===== src/rtl/im_addr_arbiter_pkg.sv =====
// Arbiter-local types and helpers for the IM address arbiter.
package im_addr_arbiter_pkg;

    typedef enum logic {
        ST_UNLOCKED = 1'b0,
        ST_LOCKED   = 1'b1
    } burst_state_e;

    // Next round-robin position after idx, wrapping at n.
    function automatic int rr_inc(input int idx, input int n);
        return (idx + 1) % n;
    endfunction

endpackage


===== src/rtl/im_addr_arbiter_rr_priority_picker.sv =====
// Combinational round-robin priority pick: first set request at or after ptr_i.
module rr_priority_picker
    import im_addr_arbiter_pkg::*;
#(
    parameter int NumReq  = 4,
    parameter int IdWidth = $clog2(NumReq)
) (
    input  logic [NumReq-1:0]  req_i,
    input  logic [IdWidth-1:0] ptr_i,
    output logic [NumReq-1:0]  onehot_o,
    output logic [IdWidth-1:0] idx_o,
    output logic               found_o
);

    logic [IdWidth-1:0] cand;

    always_comb begin
        onehot_o = '0;
        idx_o    = '0;
        found_o  = 1'b0;
        cand     = '0;
        for (int i = 0; i < NumReq; i++) begin
            cand = IdWidth'((int'(ptr_i) + i) % NumReq);
            if (!found_o && req_i[cand]) begin
                found_o        = 1'b1;
                idx_o          = cand;
                onehot_o[cand] = 1'b1;
            end
        end
    end

endmodule


===== src/rtl/im_addr_arbiter.sv =====
// Round-robin arbiter with burst locking sharing one IM read-address port
// among NumReq slicer address streams; one-entry registered output stage.
module im_addr_arbiter
    import im_addr_arbiter_pkg::*;
#(
    parameter int NumReq       = 4,
    parameter int NumTotIm     = 1024,
    parameter int CsrDataWidth = 32,
    parameter int ImAddrWidth  = $clog2(NumTotIm),
    parameter int IdWidth      = $clog2(NumReq)
) (
    input  logic                                clk_i,
    input  logic                                rst_ni,
    input  logic                                enable_i,
    input  logic                                clr_i,
    input  logic [CsrDataWidth-1:0]             csr_burst_len_i,
    input  logic [NumReq-1:0][ImAddrWidth-1:0]  req_addr_i,
    input  logic [NumReq-1:0]                   req_valid_i,
    output logic [NumReq-1:0]                   req_ready_o,
    output logic [ImAddrWidth-1:0]              addr_o,
    output logic [IdWidth-1:0]                  id_o,
    output logic                                addr_valid_o,
    input  logic                                addr_ready_i,
    output logic                                busy_o
);

    burst_state_e            state_q, state_d;
    logic [IdWidth-1:0]      rr_ptr_q, rr_ptr_d;
    logic [IdWidth-1:0]      grant_q, grant_d;
    logic [CsrDataWidth-1:0] cnt_q, cnt_d;
    logic [CsrDataWidth-1:0] eff_len;
    logic [CsrDataWidth:0]   cnt_inc;

    logic [ImAddrWidth-1:0]  addr_q;
    logic [IdWidth-1:0]      id_q;
    logic                    valid_q;

    logic [NumReq-1:0]       pick_oh, grant_oh;
    logic [IdWidth-1:0]      pick_idx, win_idx;
    logic                    pick_found, win_valid, locked, load, accept;

    rr_priority_picker #(
        .NumReq  (NumReq),
        .IdWidth (IdWidth)
    ) u_picker (
        .req_i    (req_valid_i),
        .ptr_i    (rr_ptr_q),
        .onehot_o (pick_oh),
        .idx_o    (pick_idx),
        .found_o  (pick_found)
    );

    assign locked    = (state_q == ST_LOCKED);
    assign eff_len   = (csr_burst_len_i == '0) ? CsrDataWidth'(1) : csr_burst_len_i;
    assign cnt_inc   = {1'b0, cnt_q} + (CsrDataWidth + 1)'(1);
    assign load      = enable_i && !clr_i && (!valid_q || addr_ready_i);
    assign grant_oh  = NumReq'(1) << grant_q;
    assign win_idx   = locked ? grant_q : pick_idx;
    assign win_valid = locked ? req_valid_i[grant_q] : pick_found;
    assign accept    = load && win_valid;

    // While locked the holder is offered the port even if it has gone idle.
    assign req_ready_o = !load ? '0 : (locked ? grant_oh : pick_oh);

    always_comb begin
        state_d  = state_q;
        rr_ptr_d = rr_ptr_q;
        grant_d  = grant_q;
        cnt_d    = cnt_q;
        if (clr_i) begin
            state_d  = ST_UNLOCKED;
            rr_ptr_d = '0;
            cnt_d    = '0;
        end else if (enable_i) begin
            unique case (state_q)
                ST_UNLOCKED: begin
                    if (accept) begin
                        if (eff_len > CsrDataWidth'(1)) begin
                            state_d = ST_LOCKED;
                            grant_d = win_idx;
                            cnt_d   = CsrDataWidth'(1);
                        end else begin
                            rr_ptr_d = IdWidth'(rr_inc(32'(win_idx), NumReq));
                        end
                    end
                end
                ST_LOCKED: begin
                    // ">=" also releases when the length was lowered mid-burst.
                    if (!req_valid_i[grant_q] ||
                        (accept && cnt_inc >= {1'b0, eff_len})) begin
                        state_d  = ST_UNLOCKED;
                        rr_ptr_d = IdWidth'(rr_inc(32'(grant_q), NumReq));
                        cnt_d    = '0;
                    end else if (accept) begin
                        cnt_d = cnt_inc[CsrDataWidth-1:0];
                    end
                end
                default: ;
            endcase
        end
    end

    always_ff @(posedge clk_i or negedge rst_ni) begin
        if (!rst_ni) begin
            state_q  <= ST_UNLOCKED;
            rr_ptr_q <= '0;
            grant_q  <= '0;
            cnt_q    <= '0;
        end else begin
            state_q  <= state_d;
            rr_ptr_q <= rr_ptr_d;
            grant_q  <= grant_d;
            cnt_q    <= cnt_d;
        end
    end

    // Output stage reloads on a same-cycle pop and accept, so no bubble.
    always_ff @(posedge clk_i or negedge rst_ni) begin
        if (!rst_ni) begin
            addr_q  <= '0;
            id_q    <= '0;
            valid_q <= 1'b0;
        end else if (clr_i) begin
            valid_q <= 1'b0;
        end else if (accept) begin
            addr_q  <= req_addr_i[win_idx];
            id_q    <= win_idx;
            valid_q <= 1'b1;
        end else if (addr_ready_i) begin
            valid_q <= 1'b0;
        end
    end

    assign addr_o       = addr_q;
    assign id_o         = id_q;
    assign addr_valid_o = valid_q;
    assign busy_o       = valid_q || (|req_valid_i) || locked;

endmodule


===== config.mk =====
export PLATFORM = sky130hd
export DESIGN_NAME = im_addr_arbiter
export DESIGN_NICKNAME = d
export VERILOG_FILES = /design/src/rtl/im_addr_arbiter_pkg.sv /design/src/rtl/im_addr_arbiter_rr_priority_picker.sv /design/src/rtl/im_addr_arbiter.sv
export SDC_FILE = /design/constraint.sdc
export NUM_CORES = 1
export LEC_CHECK = 0
export ABC_CLOCK_PERIOD_IN_PS = 4850
export CAP_MARGIN = 20
export CORE_UTILIZATION = 50
export CTS_CLUSTER_SIZE = 30
export DETAILED_ROUTE_END_ITERATION = 10
export PLACE_DENSITY = 0.8
export SYNTH_ARGS = -nofsm -noshare
export SYNTH_HDL_FRONTEND = slang
export SYNTH_SLANG_ARGS = --single-unit

===== constraint.sdc =====
create_clock -name clk_i -period 4.85 [get_ports clk_i]
set_input_delay 0.485 -clock clk_i [delete_from_list [all_inputs] [get_ports clk_i]]
set_output_delay 0.485 -clock clk_i [all_outputs]
set_load 0.03 [all_outputs]

==> results_dict.tcl <==
set metrics [dict create \
    outcome "finished clean" \
    design_area_um2 5762 \
    max_slew_margin_pct 40.34 \
    dp_cells 742 \
    die_y_um 97.32 \
    placed_area_um2 5647 \
    top_layer "met4" \
    layout-drive-gt1-share_pct 7.944 \
    ys_types 62 \
    firstDrtPassIters 4 \
    numCtsBuffers 5 \
    syn_area_per_cell_um2 8.336 \
    grt_max_degree 51 \
    rr_worst_depth 16 \
    wl_met1_mm 5.267 \
    worst_pin_slew_ns 0.8928 \
    yosys.area_share.adder_pct 11.02 \
    grt_usage_pct 25.78 \
    async_flop_share_pct 100.0 \
    grt_pass1_vias 4268 \
    dr_wl_met3_um 543 \
    drcViolationCount 0 \
    crit_fanout 18 \
    dieWidth_um 97.32 \
    yosys.area_share.xor_xnor_pct 5.976 \
    synth_top_family_by_area "simple AND/OR/NAND/NOR gates" \
    cts_setup_buffers 0 \
    worstPathRequired_ns 5.10 \
    die_area_um2 9471 \
    drtIter0Drc 241 \
    fin_nets 762 \
    synth_edf_count 0 \
    slew_violations 0 \
    max-cap-violations 0 \
    htreeDepth 2 \
    viasPerCell 5.796 \
    yosys.area_share.simple_pct 21.48 \
    fin_crit_sh_pct 91.03 \
    portBuffers 98 \
    hold_violations 0 \
    gp_congestion 0.9573 \
    grt_overflow 0 \
    grt_pass1_wl_mm 20.13 \
    clkLatencyLatePin_ns 0.31 \
    wire_per_inst_um 15.97 \
    layout_min_cycle_time_ns 4.415 \
    ant_nets 0 \
    antenna_cells 0 \
    worst_clock_skew_ns 0.01436 \
    cts.reportedPaths.clkPinSlew_ns 0.10 \
    cp-end-kind "flop" \
    row_count 34 \
    ys.flop_type "dfrtp_1" \
    syn_to_final_growth_pct 26.82 \
    ys_ff_latch 50 \
    fin_setup_tns_ns 0 \
    ir_drop_uv 216.0 \
    synth_compound_gate_area_share_pct 20.60 \
    layout_setup_ws_ns 0.4349 \
    setup_viol 0 \
    num_vias 4347 \
    routed-wl-met2_mm 5.871 \
    critPathLaunchType "flop" \
    muxShareOfSynthArea_pct 7.105 \
    layoutNonFillerInstCount 750 \
    crit_arrival_ns 4.67 \
    yosysSeqAreaShare_pct 27.54 \
    cts_tree "yes" \
    fmaxAchievable_mhz 226.5 \
    wl_mm 11.98 \
    cts.sinks 50 \
    dp_hpwl_mm 9.331 \
    p_leak_nw 2.592 \
    r2r-end "cnt_q[7]$_DFFE_PN0P_" \
    dp_slack_ns 0.2900 \
    antenna_found_initial 0 \
    synth_warnings 0 \
    worstHoldPathType "input port to asynchronous set/reset pin" \
    hold_buffers 0 \
    r2r-start "cnt_q[9]$_DFFE_PN0P_" \
    syn_nets 666 \
    fin_hold_ws_ns 0.2949 \
    r2r_slack_ns 0.43 \
    rsz0062_at_grt "false" \
    synth_cells 545 \
    start_util_pct 51.84 \
    syn_area_um2 4543 \
    coreArea_um2 8763 \
    clock-root-buffer "clkbuf_8" \
    ios 99 \
    cts_buffer_depth 2 \
    power.density_nw_per_um2 287.9 \
    worst-setup-path-type "flop to flop" \
]
==> cells in the mapped netlist, drive strengths merged, types with 12 or more instances <==
library cell  instances  area share [%]
o21ai                48             5.3
nand3                20             2.2
a22o                 12             2.3
inv                  40             3.3
clkbuf               16             1.3
nand2                76             6.3
a21oi                17             2.0
ha                   40              11
nor2                 33             2.8
mux2i                21             4.6
nand4                15             2.1
xnor2                21             4.0
dfrtp                50              28
==> logic make-up after synthesis <==
| family | Yosys count |
|---|---|
| and+or+nand+nor | 200 |
| buffers and inverters | 66 |
| muxes | 28 |
| AOI/OAI and AO/OA | 130 |
| adders and majority gates | 40 |
| DFF | 50 |
| xor gates and xnor gates | 31 |
==> cell usage in the layout (no fill, tap or decap), types with 4 or more instances in the layout <==
cell / Yosys / final
dfrtp_1: 50 / 50
buf_4: 1 / 17
xor2_1: 10 / 10
inv_1: 38 / 38
ha_1: 40 / 40
clkdlybuf4s50_1: 0 / 97
o31a_1: 10 / 10
and3_1: 8 / 8
a22o_1: 12 / 12
nor2_1: 32 / 32
nor3_1: 7 / 7
nor2b_1: 8 / 8
mux2_2: 4 / 4
a22oi_1: 10 / 10
o21ai_0: 15 / 15
xnor2_1: 21 / 21
a21o_1: 8 / 8
mux2i_1: 21 / 21
nand2_1: 76 / 76
nand3_1: 20 / 20
nor4_1: 9 / 9
and2_1: 4 / 4
nand4_1: 15 / 15
clkbuf_8: 0 / 5
o21ai_1: 33 / 33
a21oi_1: 16 / 16
==> power breakdown <==
group / total [mW] / internal, mW / switching (mW)
registers: 0.528 / 0.480 / 0.0483
clock network: 0.295 / 0.154 / 0.141
logic: 0.836 / 0.380 / 0.456
==> state kept, by name (all words and copies together), names as in the netlist <==
register	count
id_o	2
rr_ptr_q	2
grant_q	2
addr_o	10
addr_valid_o	1
locked	1
cnt_q	32
==> area by class of cell <==
| class | count | area, um2 |
|---|---|---|
| Tap cell | 108 | 135.1 |
| Sequential cell | 50 | 1251 |
| Timing Repair Buffer | 115 | 1104 |
| Multi-Input combinational cell | 429 | 3012 |
| Clock buffer | 6 | 72.57 |
| Clock inverter | 2 | 37.54 |
| Fill cell | 718 | 3002 |
| Inverter | 40 | 150.1 |
==> worst max-delay path by stage <==
stage / from / slack (ns) / to
6_report: cnt_q[9]$_DFFE_PN0P_ / 0.43 / cnt_q[7]$_DFFE_PN0P_
5_1_grt: cnt_q[0]$_DFFE_PN0P_ / 0.06 / cnt_q[2]$_DFFE_PN0P_
4_1_cts: cnt_q[9]$_DFFE_PN0P_ / 0.21 / cnt_q[7]$_DFFE_PN0P_
3_5_place_dp: cnt_q[9]$_DFFE_PN0P_ / 0.29 / cnt_q[7]$_DFFE_PN0P_
3_3_place_gp: cnt_q[2]$_DFFE_PN0P_ / 0.43 / cnt_q[2]$_DFFE_PN0P_
2_1_floorplan: cnt_q[5]$_DFFE_PN0P_ / 0.56 / cnt_q[17]$_DFFE_PN0P_
==> critical path, cell delays in order (launching register included) <==
cell	delay, ns
dfrtp_1	0.46
and3_1	0.27
nand4_1	0.15
or3_1	0.42
nor3_2	0.33
and3_1	0.26
and3_1	0.22
xor2_1	0.17
ha_1	0.25
and3_1	0.18
a221o_1	0.31
a22oi_1	0.18
nand4_1	0.16
or3_4	0.48
buf_4	0.21
o21ai_1	0.14
a22o_1	0.16
==> timing repair <==
item,in CTS,in global routing
endpoints found under the setup margin,0,18
hold endpoints to repair,0,0
gates resized for setup,0,2
==> per-layer routing <==
layer / global-route usage [%] / up-vias
met5: 0 / -
li1: - / 2140
met2: 43.12 / 130
met4: 8.484 / 0
met1: 34.85 / 2052
met3: 2.950 / 25
==> through the flow <==
stage	power (mW)	utilization, %
final	1.659	65.75
after CTS	1.664	65.69
after global placement	1.347	64.43
after global routing	1.760	65.75
after detailed placement	1.371	64.43
after floorplan	1.094	-
Power figures use the tool's default switching activity.
